$ cat src/rtl/register_universal_pkg.sv
// register_universal_pkg
//   Shared definitions for the universal register: the 3-bit operation
//   select encoding used by the top module and by every bit cell.
package register_universal_pkg;

  typedef enum logic [2:0] {
    MODE_HOLD    = 3'b000,
    MODE_LOAD    = 3'b001,
    MODE_SHR     = 3'b010,
    MODE_SHL     = 3'b011,
    MODE_ROTR    = 3'b100,
    MODE_ROTL    = 3'b101,
    MODE_JOHNSON = 3'b110,
    MODE_SCLR    = 3'b111
  } mode_e;

endpackage

$ cat src/rtl/register_universal_cell.sv
// register_universal_cell
//   One storage bit of the universal register: a next-value mux followed by
//   a flip-flop with asynchronous clear to RESET_BIT.
//   Ports:
//     clk, rst   clock, async active-high clear
//     enable     1 = apply mode this edge, 0 = hold
//     mode       operation select
//     load_bit   parallel-load value for this bit
//     from_up    bit arriving on a rightward move (shift/rotate/Johnson)
//     from_down  bit arriving on a leftward move (shift/rotate)
//     q          stored bit
module register_universal_cell
  import register_universal_pkg::*;
#(
  parameter logic RESET_BIT = 1'b0
) (
  input  logic  clk,
  input  logic  rst,
  input  logic  enable,
  input  mode_e mode,
  input  logic  load_bit,
  input  logic  from_up,
  input  logic  from_down,
  output logic  q
);

  logic bit_q;
  logic bit_d;

  always_comb begin
    bit_d = bit_q;
    if (enable) begin
      unique case (mode)
        MODE_HOLD:                           bit_d = bit_q;
        MODE_LOAD:                           bit_d = load_bit;
        MODE_SHR, MODE_ROTR, MODE_JOHNSON:   bit_d = from_up;
        MODE_SHL, MODE_ROTL:                 bit_d = from_down;
        MODE_SCLR:                           bit_d = RESET_BIT;
        default:                             bit_d = bit_q;
      endcase
    end
  end

  always_ff @(posedge clk or posedge rst) begin
    if (rst) bit_q <= RESET_BIT;
    else     bit_q <= bit_d;
  end

  assign q = bit_q;

endmodule

$ cat src/rtl/register_universal.sv
// register_universal
//   Parametrised universal register: hold, parallel load, shift right/left,
//   rotate right/left, Johnson step and sync clear, plus a shift counter
//   with a word_ready flag for serial-to-parallel assembly.
//   Ports:
//     clockpulse      clock (rising edge)
//     clear           async active-high reset
//     enable          1 = execute mode this edge, 0 = freeze all state
//     mode            operation select (register_universal_pkg::mode_e)
//     data            parallel load value
//     serial_in_msb   bit entering at MSB on shift right
//     serial_in_lsb   bit entering at LSB on shift left
//     signal_q        register contents
//     signal_q_       bitwise complement of signal_q
//     serial_out_lsb  signal_q[0]
//     serial_out_msb  signal_q[WIDTH-1]
//     shift_count     shifts since last load/clear, 0..WIDTH
//     word_ready      high while shift_count == WIDTH
module register_universal
  import register_universal_pkg::*;
#(
  parameter int unsigned          WIDTH       = 8,
  parameter logic [WIDTH-1:0]     RESET_VALUE = '0
) (
  input  logic                       clockpulse,
  input  logic                       clear,
  input  logic                       enable,
  input  logic [2:0]                 mode,
  input  logic [WIDTH-1:0]           data,
  input  logic                       serial_in_msb,
  input  logic                       serial_in_lsb,
  output logic [WIDTH-1:0]           signal_q,
  output logic [WIDTH-1:0]           signal_q_,
  output logic                       serial_out_lsb,
  output logic                       serial_out_msb,
  output logic [$clog2(WIDTH+1)-1:0] shift_count,
  output logic                       word_ready
);

  localparam int unsigned   CW   = $clog2(WIDTH + 1);
  localparam logic [CW-1:0] FULL = CW'(WIDTH);

  mode_e            mode_sel;
  logic [WIDTH-1:0] q_vec;
  logic [WIDTH-1:0] up_vec;
  logic [WIDTH-1:0] down_vec;
  logic             fill_msb;
  logic             fill_lsb;

  assign mode_sel = mode_e'(mode);

  // Bit entering at the ends depends on which right/left operation is active;
  // interior bits always take their neighbour.
  always_comb begin
    fill_msb = serial_in_msb;
    fill_lsb = serial_in_lsb;
    unique case (mode_sel)
      MODE_ROTR:    fill_msb = q_vec[0];
      MODE_JOHNSON: fill_msb = ~q_vec[0];
      MODE_ROTL:    fill_lsb = q_vec[WIDTH-1];
      default: ;
    endcase
  end

  assign up_vec   = {fill_msb, q_vec[WIDTH-1:1]};
  assign down_vec = {q_vec[WIDTH-2:0], fill_lsb};

  for (genvar i = 0; i < WIDTH; i++) begin : g_bit
    register_universal_cell #(
      .RESET_BIT (RESET_VALUE[i])
    ) u_cell (
      .clk       (clockpulse),
      .rst       (clear),
      .enable    (enable),
      .mode      (mode_sel),
      .load_bit  (data[i]),
      .from_up   (up_vec[i]),
      .from_down (down_vec[i]),
      .q         (q_vec[i])
    );
  end

  logic [CW-1:0] count_q;
  logic [CW-1:0] count_d;
  logic          word_ready_q;
  logic          word_ready_d;

  always_comb begin
    count_d = count_q;
    if (enable) begin
      unique case (mode_sel)
        MODE_LOAD, MODE_SCLR: count_d = '0;
        // A full word wraps to 1 so the next word assembles without a reload.
        MODE_SHR, MODE_SHL:   count_d = (count_q == FULL) ? CW'(1) : count_q + CW'(1);
        default:              count_d = count_q;
      endcase
    end
    word_ready_d = (count_d == FULL);
  end

  always_ff @(posedge clockpulse or posedge clear) begin
    if (clear) begin
      count_q      <= '0;
      word_ready_q <= 1'b0;
    end else begin
      count_q      <= count_d;
      word_ready_q <= word_ready_d;
    end
  end

  assign signal_q       = q_vec;
  assign signal_q_      = ~q_vec;
  assign serial_out_lsb = q_vec[0];
  assign serial_out_msb = q_vec[WIDTH-1];
  assign shift_count    = count_q;
  assign word_ready     = word_ready_q;

endmodule

$ cat config.mk
export PLATFORM = sky130hd
export DESIGN_NAME = register_universal
export DESIGN_NICKNAME = d
export VERILOG_FILES = /design/src/rtl/register_universal_pkg.sv /design/src/rtl/register_universal_cell.sv /design/src/rtl/register_universal.sv
export SDC_FILE = /design/constraint.sdc
export NUM_CORES = 1
export LEC_CHECK = 0
export CAP_MARGIN = 20
export CORE_AREA = 2 2 52 54
export CTS_BUF_LIST = sky130_fd_sc_hd__clkbuf_16
export CTS_CLUSTER_DIAMETER = 100
export CTS_CLUSTER_SIZE = 24
export DETAILED_ROUTE_END_ITERATION = 8
export DIE_AREA = 0 0 54 56
export MAX_ROUTING_LAYER = met4
export PLACE_DENSITY_LB_ADDON = 0.12
export SYNTH_ARGS = -nofsm -noshare
export SYNTH_HDL_FRONTEND = slang
export SYNTH_HIERARCHICAL = 1
export SYNTH_SLANG_ARGS = --single-unit
export TNS_END_PERCENT = 100
$ cat constraint.sdc
create_clock -name clockpulse -period 3.4 [get_ports clockpulse]
set_input_delay 0.68 -clock clockpulse [delete_from_list [all_inputs] [get_ports clockpulse]]
set_output_delay 0.68 -clock clockpulse [all_outputs]
set_load 0.01 [all_outputs]
After elaboration in Yosys (flattened, before gate mapping):

Cells that the tools add are included.
Widths: inputs -> output; s select.

* logic and storage cells: 42
* output and inout bits: 23
* flip-flop bits (word level): 13

* mux-type cells: 13
* reductions and logical operators: 6
* eq/ne operators: 9
* bitwise logic cells: 3
* add/subtract/negate cells: 1

Operators with widths (count)
* $pmux 1 s4: 8
* $eq 3x3->1 const B: 4
* $eq 4x4->1 const B: 2
* $mux 4: 2
* $not 8->8: 1
* $pmux 4 s2: 1
* $eq 3x2->1 const B: 2
* $reduce_or 2->1: 3
* $add 4x1->4 const B: 1
* $eq 3x1->1 const B: 1
* $logic_not 3->1: 1
* $reduce_or 3->1: 1
* $not 1->1: 2
* $pmux 1 s2: 1
* $reduce_and 2->1: 1
* $mux 1: 1

Logic depth before layout (Yosys ltp):

Gate-level depths: netlist (run 1).

* word-level depth: 5
* gate-level depth with buffers: 8

Cells and area by module:

Netlist (run 1), hierarchy kept.

By module, submodules not included
* register_universal_cell: sequential area each 25.0 um2, cells an instance 9, instances 8, area each 90.1 um2
* register_universal: sequential area each 125.1 um2, cells an instance 51, instances 1, area each 399.1 um2

Least setup slack after synthesis (run 1):

Ideal clock, no wire load.

* kind: input to register
* from: input mode[1]
* to: register word_ready_q, in the netlist word_ready
* data arrival time: 1.571 ns
* path buffers: 1
* path slack: 1.734 ns
* stages: 6
* cells stage by stage: buf_6 -> nand2_1 -> a21o_1 -> o31a_1 -> o21ai_2 -> nor4b_2

* cells in the longest elaborated chain, start to end: 5
* elaborated cells between the ends (all ways): 9
* those cells by class: 5 x eq/ne; 2 x mux; 2 x reduce/logical

RTL lines
* start: declaration: line register_universal.sv:28 `input logic [2:0] mode,`
* $eq 3x2->1 (tied with other cells): line register_universal.sv:91 `unique case (mode_sel)`
* $reduce_or 2->1: line register_universal.sv:91
* $pmux 4 s2 *: line register_universal.sv:91
* $mux 4 *: line register_universal.sv:90 `if (enable) begin`
* named net count_d[3]: line register_universal.sv:84 `logic [CW-1:0] count_d;`
* $eq 4x4->1 *: line register_universal.sv:98 `word_ready_d = (count_d == FULL);`
* named net word_ready_d: line register_universal.sv:86 `logic word_ready_d;`
* end signal: assignment: line register_universal.sv:107 `word_ready_q <= word_ready_d;`
* end: declaration: line register_universal.sv:85 `logic word_ready_q;`

The timed path passes the listed nets; every way through them passes the cells marked *.
A chain may end at the register's enable or synchronous reset.

Worst setup path after layout (run 1):

* from: input mode[2]
* to: register word_ready_q, in the netlist word_ready

The elaborated chain is that of the path after synthesis.

==> impl_metrics.tcl, run 1 <==
set metrics [dict create \
    status "completed" \
    synth-edff-count 0 \
    ys_types 27 \
    fmax_mhz 437.5 \
    viasPerCell 5.523 \
    layout_common_cells "clkdlybuf4s50_1, inv_1, dfrtp_1" \
    synthesis.nets 141 \
    peakVddDrop_mv 0.3346 \
    dr.first_iter.drc_count 28 \
    netlist.area_leader.share_pct 29.05 \
    synth_top_cell_by_area "dfrtp_1" \
    grt_max_degree 34 \
    power.density_nw_per_um2 467.6 \
    power.total_uw 761.7 \
    path_buf_inv 1 \
    wl_um 2659 \
    cts_buffers 3 \
    hp-class "reg -> reg" \
    crit_type "in -> reg" \
    clockBufferDepth 2 \
    chipWidth_um 54 \
    die_h_um 56 \
    ys_warn_count 6 \
    antenna_found_initial 0 \
    drv_slew 0 \
    syn_area_um2 1120 \
    post_cts_resized 0 \
    synthCells 123 \
    crit_chain "clkdlybuf4s50_1 -> a21o_1 -> o31a_1 -> o21ai_2 -> nor4b_2" \
    placed_area_um2 1549 \
    gp_congestion 0.7627 \
    skew_ns 0.001500 \
    hold_viol_final 0 \
    final_cell_area_um2 1629 \
    cts_root_buf "clkbuf_16" \
    ctsHoldBuffers 0 \
    worst-path-max-fanout 22 \
    avgSynthCellArea_um2 9.104 \
    crit_required_ns 3.55 \
    wl_per_cell_um 13.50 \
    worst_slack_ns 1.114 \
    die_area_um2 3024 \
    cap_violations 0 \
    io_pins 39 \
    fin_crit_ns 2.286 \
    cp.arrival_ns 2.43 \
    drive_gt1_share_pct 21.56 \
    grt_pass1_wl_um 4540 \
    cts_tree "built" \
    area_delta_synth_final_pct 45.47 \
    place_ws_ns 0.8725 \
    ys.flop_type "dfrtp_1" \
    postCtsSetupRepairBufs 0 \
    grt_pass1_vias 1056 \
    clock_latency_ns 0.24 \
    relSlewSlack_pct 53.34 \
    clk_pin_slew_ns 0.05 \
    end_kind "register" \
    drc 0 \
    core-area_um2 2432 \
    grt_usage_pct 19.73 \
    num_antenna_cells 0 \
    fin_crit_sh_pct 67.23 \
    fin_nets 186 \
    synthArstFlopShare_pct 100.0 \
    ys_ff_latch 13 \
    instances_no_fill 197 \
    leakage_nw 0.7159 \
    overflow 0 \
    utilization_pct 66.98 \
    crit_path_max_incr_delay_ns 0.77 \
    postRouteAntennaNets 0 \
    tightest_slew_ns 0.6978 \
    dr.pass1.iters 4 \
    floorplan.initialDensity_pct 46.04 \
    dp_cells 193 \
    clock_sinks 13 \
    nFillCells 226 \
    synth_area_leaders "dfrtp_1, nor2b_4, a21bo_2" \
    row_count 18 \
    fin_tns_setup_ns 0 \
    cp-start-kind "input port" \
    numPortBuffers 38 \
    grt_setup_unrepaired "false" \
    final_common_cell "clkdlybuf4s50_1" \
    hpwl_um 1967 \
    vias 1088 \
    setup_viol 0 \
    cp_top_family "compound AO/OA/AOI/OAI gates" \
    fin_hold_ws_ns 0.5702 \
    cts_max_level 1 \
    ys_seq_area_share_pct 29.05 \
    critPathSlowestCell "clkdlybuf4s50_1" \
]
## sequential cells by signal, indices dropped and copies added, names as in the netlist
| register | cells |
|---|---|
| word_ready | 1 |
| g_bit.u_cell/q | 8 |
| shift_count | 4 |
## layout make-up
cell class                 count  area (um^2)  area share, %
multi-input combinational     88        696.9          42.78
timing repair buffer          43        417.9          25.65
sequential                    13        325.3          19.97
clock buffer                   3        75.07          4.608
inverter                      19        71.32          4.378
tap                           30        37.54          2.304
clock inverter                 1        5.005         0.3072
## layer usage
layer  up-vias  track usage (%)  wire length [um]
met1       509            26.54              1291
met4         0            4.286                 8
li1        550                -                 -
met3         2            2.419               112
met5         -                -                 0
met2        27            31.36              1246
## path summary, 6_finish.rpt
| check | start | to | slack (ns) | cells after the start |
|---|---|---|---|---|
| max | mode[2] | word_ready$_DFF_PP0_ | 1.11 | 5 |
| min | g_bit[2].u_cell/q$_DFFE_PP0P_ | g_bit[2].u_cell/q$_DFFE_PP0P_ | 0.57 | 1 |
| max reg2reg | shift_count[0]$_DFF_PP0_ | word_ready$_DFF_PP0_ | 1.93 | 7 |
| min reg2reg | g_bit[2].u_cell/q$_DFFE_PP0P_ | g_bit[2].u_cell/q$_DFFE_PP0P_ | 0.57 | 1 |
| max in group asynchronous | clear | word_ready$_DFF_PP0_ | 2.29 | 2 |
| min in group asynchronous | clear | g_bit[4].u_cell/q$_DFFE_PP0P_ | 0.84 | 2 |
## cells by family (layout without fill, tap and decap cells)
group | count (synthesis) | after routing | share of synthesized area (%)
fa+ha+maj | 2 | 2 | 2.234
simple gates | 24 | 24 | 17.65
xor+xnor | 1 | 1 | 0.7823
flops | 13 | 13 | 29.05
compound gates | 61 | 61 | 41.56
buf+inv | 22 | 66 | 8.715
## cells in the mapped netlist, drive strengths merged (2+ instances only)
library cell	count
nand2	6
o31a	9
inv	19
buf	3
nor2b	9
o21ai	6
o22a	8
nor2	2
nand3	3
a21oi	9
o31ai	9
dfrtp	13
a31oi	2
ha	2
a21bo	8
o22ai	8
## worst reg2reg max path, stage by stage, from the launching register on
cell and delay [ns]:
dfrtp_1 0.43, inv_1 0.07, ha_1 0.19, nand3b_1 0.13, nor2_1 0.06, o21ai_0 0.15
o31ai_1 0.12, nor4b_2 0.23
## power by group
group          switching, mW  leakage [nW]  internal (mW)
Sequential            0.0420         0.157          0.188
Combinational          0.128         0.518          0.185
Clock                 0.0631        0.0409          0.156
Total                  0.233         0.716          0.529
Power figures use the tool's default switching activity.
==> run 2, diff against run 1 <==
CORE_AREA = 2 2 53 55   (was 2 2 52 54)
DIE_AREA = 0 0 55 57   (was 0 0 54 56)
clock period = 2.2 ns   (was 3.4 ns; I/O delays follow)
==> run 2 against run 1 <==
Net effect: utilization is 3.8 points lower; largest power group unchanged; clock skew grew 0.0041 ns; final cell count up 2.0%; critical endpoint unchanged; register-to-register slack got worse by 1.2 ns; critical path depth grew 1; sequential share of layout area down 0.27 points.
==> impl_metrics.tcl, run 2 (synthesis results as in run 1) <==
set metrics [dict create \
    status "completed" \
    leakage_nw 0.7317 \
    drc 0 \
    p_int_uw 820.1 \
    end_kind "register" \
    worst-path-max-fanout 8 \
    power.density_nw_per_um2 721.0 \
    ctsHoldBuffers 0 \
    hold_viol_final 0 \
    cp.arrival_ns 2.01 \
    chipWidth_um 55 \
    hp-class "reg -> reg" \
    vias 1125 \
    post_cts_resized 0 \
    r2r_start "shift_count[0]$_DFF_PP0_" \
    crit_type "in -> reg" \
    worst_slack_ns 0.3364 \
    num_antenna_cells 0 \
    cap_violations 0 \
    p_seq_share_pct 29.9 \
    grt_max_degree 22 \
    worstHoldStart "shift_count[3]$_DFF_PP0_" \
    floorplan.initialDensity_pct 42.82 \
    drv_slew 0 \
    swShare_pct 31.14 \
    fin_tns_setup_ns 0 \
    drive_gt1_share_pct 22.35 \
    crit_required_ns 2.34 \
    peakVddDrop_mv 0.4210 \
    nFillCells 232 \
    clockPowerShare_pct 28.6 \
    viasPerCell 5.597 \
    numPortBuffers 38 \
    postCtsSetupRepairBufs 0 \
    cts_tree "built" \
    netSwitchingPower_uw 370.8 \
    dr.pass1.iters 4 \
    core-area_um2 2615 \
    fin_nets 189 \
    cts_buffers 3 \
    postRouteAntennaNets 0 \
    clock_sinks 13 \
    place_ws_ns 0.08527 \
    layout_common_cells "clkdlybuf4s50_1, inv_1, dfrtp_1" \
    grt_pass1_wl_um 5175 \
    tightest_slew_ns 0.4160 \
    pwr-share-comb_pct 41.5 \
    grt_setup_unrepaired "false" \
    cts_root_buf "clkbuf_16" \
    largest_reg_flops 8 \
    clockBufferDepth 2 \
    area_delta_synth_final_pct 47.49 \
    grt_pass1_vias 1088 \
    die_h_um 57 \
    row_count 19 \
    cp-start-kind "input port" \
    regArea_um2 325.3 \
    grt_usage_pct 22.77 \
    fin_crit_sh_pct 84.71 \
    fmax_mhz 536.6 \
    antenna_found_initial 0 \
    wl_per_cell_um 15.20 \
    hpwl_um 2127 \
    dr.first_iter.drc_count 48 \
    relSlewSlack_pct 72.18 \
    io_pins 39 \
    skew_ns 0.005572 \
    wl_um 3055 \
    cts_max_level 1 \
    fin_crit_ns 1.864 \
    gp_congestion 0.7356 \
    setup_viol 0 \
    cp-startpoint "mode[1]" \
    clock_latency_ns 0.24 \
    overflow 0 \
    die_area_um2 3135 \
    clk_pin_slew_ns 0.04 \
    final_common_cell "clkdlybuf4s50_1" \
    multi_input_area_um2 696.9 \
]
run 2: worst max-delay path, stage by stage:
cell and delay [ns]:
clkdlybuf4s50_1 0.64, o21ai_1 0.12, a21o_1 0.20, o31a_1 0.30, o21ai_2 0.12, nor4b_2 0.19
run 2: final timing paths:
| path | slack (ns) | to | cells after the start |
|---|---|---|---|
| max | 0.34 | word_ready$_DFF_PP0_ | 6 |
| min | 0.57 | shift_count[3]$_DFF_PP0_ | 2 |
| max reg2reg | 0.72 | word_ready$_DFF_PP0_ | 7 |
| min reg2reg | 0.57 | shift_count[3]$_DFF_PP0_ | 2 |
| max in group asynchronous | 1.32 | shift_count[3]$_DFF_PP0_ | 2 |
| min in group asynchronous | 0.61 | g_bit[3].u_cell/q$_DFFE_PP0P_ | 2 |
run 2: final cells by class:
cell class | count | area share (%)
Clock buffer | 3 | 4.545
Clock inverter | 1 | 0.2273
Inverter | 19 | 4.318
Multi-Input combinational cell | 88 | 42.20
Sequential cell | 13 | 19.70
Tap cell | 31 | 2.348
Timing Repair Buffer | 46 | 26.67
run 2: routing by layer:
layer / share of wire [%] / vias up / GRT usage, %
li1: - / 555 / -
met5: 0 / - / -
met1: 46 / 536 / 33.44
met2: 48 / 32 / 32.99
met4: 0.39 / 0 / 6.272
met3: 5.5 / 2 / 2.618
run 2: power groups by stage:
stage                     Clock [mW]  Sequential (mW)  Combinational (mW)
after floorplan                    0            0.367               0.216
after global placement             0            0.358               0.484
after detailed placement           0            0.359               0.494
after CTS                      0.343            0.356               0.498
after global routing           0.364            0.366               0.540
final                          0.341            0.356               0.494
run 2: metrics by stage:
step | hold slack (ns) | cells | utilization [%] | total power [mW] | cell area, um^2
6_report | 0.5712 | 201 | 63.16 | 1.191 | 1652
5_1_grt | 0.6020 | 201 | 63.16 | 1.270 | 1652
4_1_cts | 0.5762 | 201 | 63.16 | 1.197 | 1652
3_5_place_dp | 0.5664 | 197 | 60.14 | 0.8529 | 1573
2_1_floorplan | 0.1687 | 123 | - | 0.5835 | 1120
3_3_place_gp | 0.5581 | 197 | 60.14 | 0.8413 | 1573
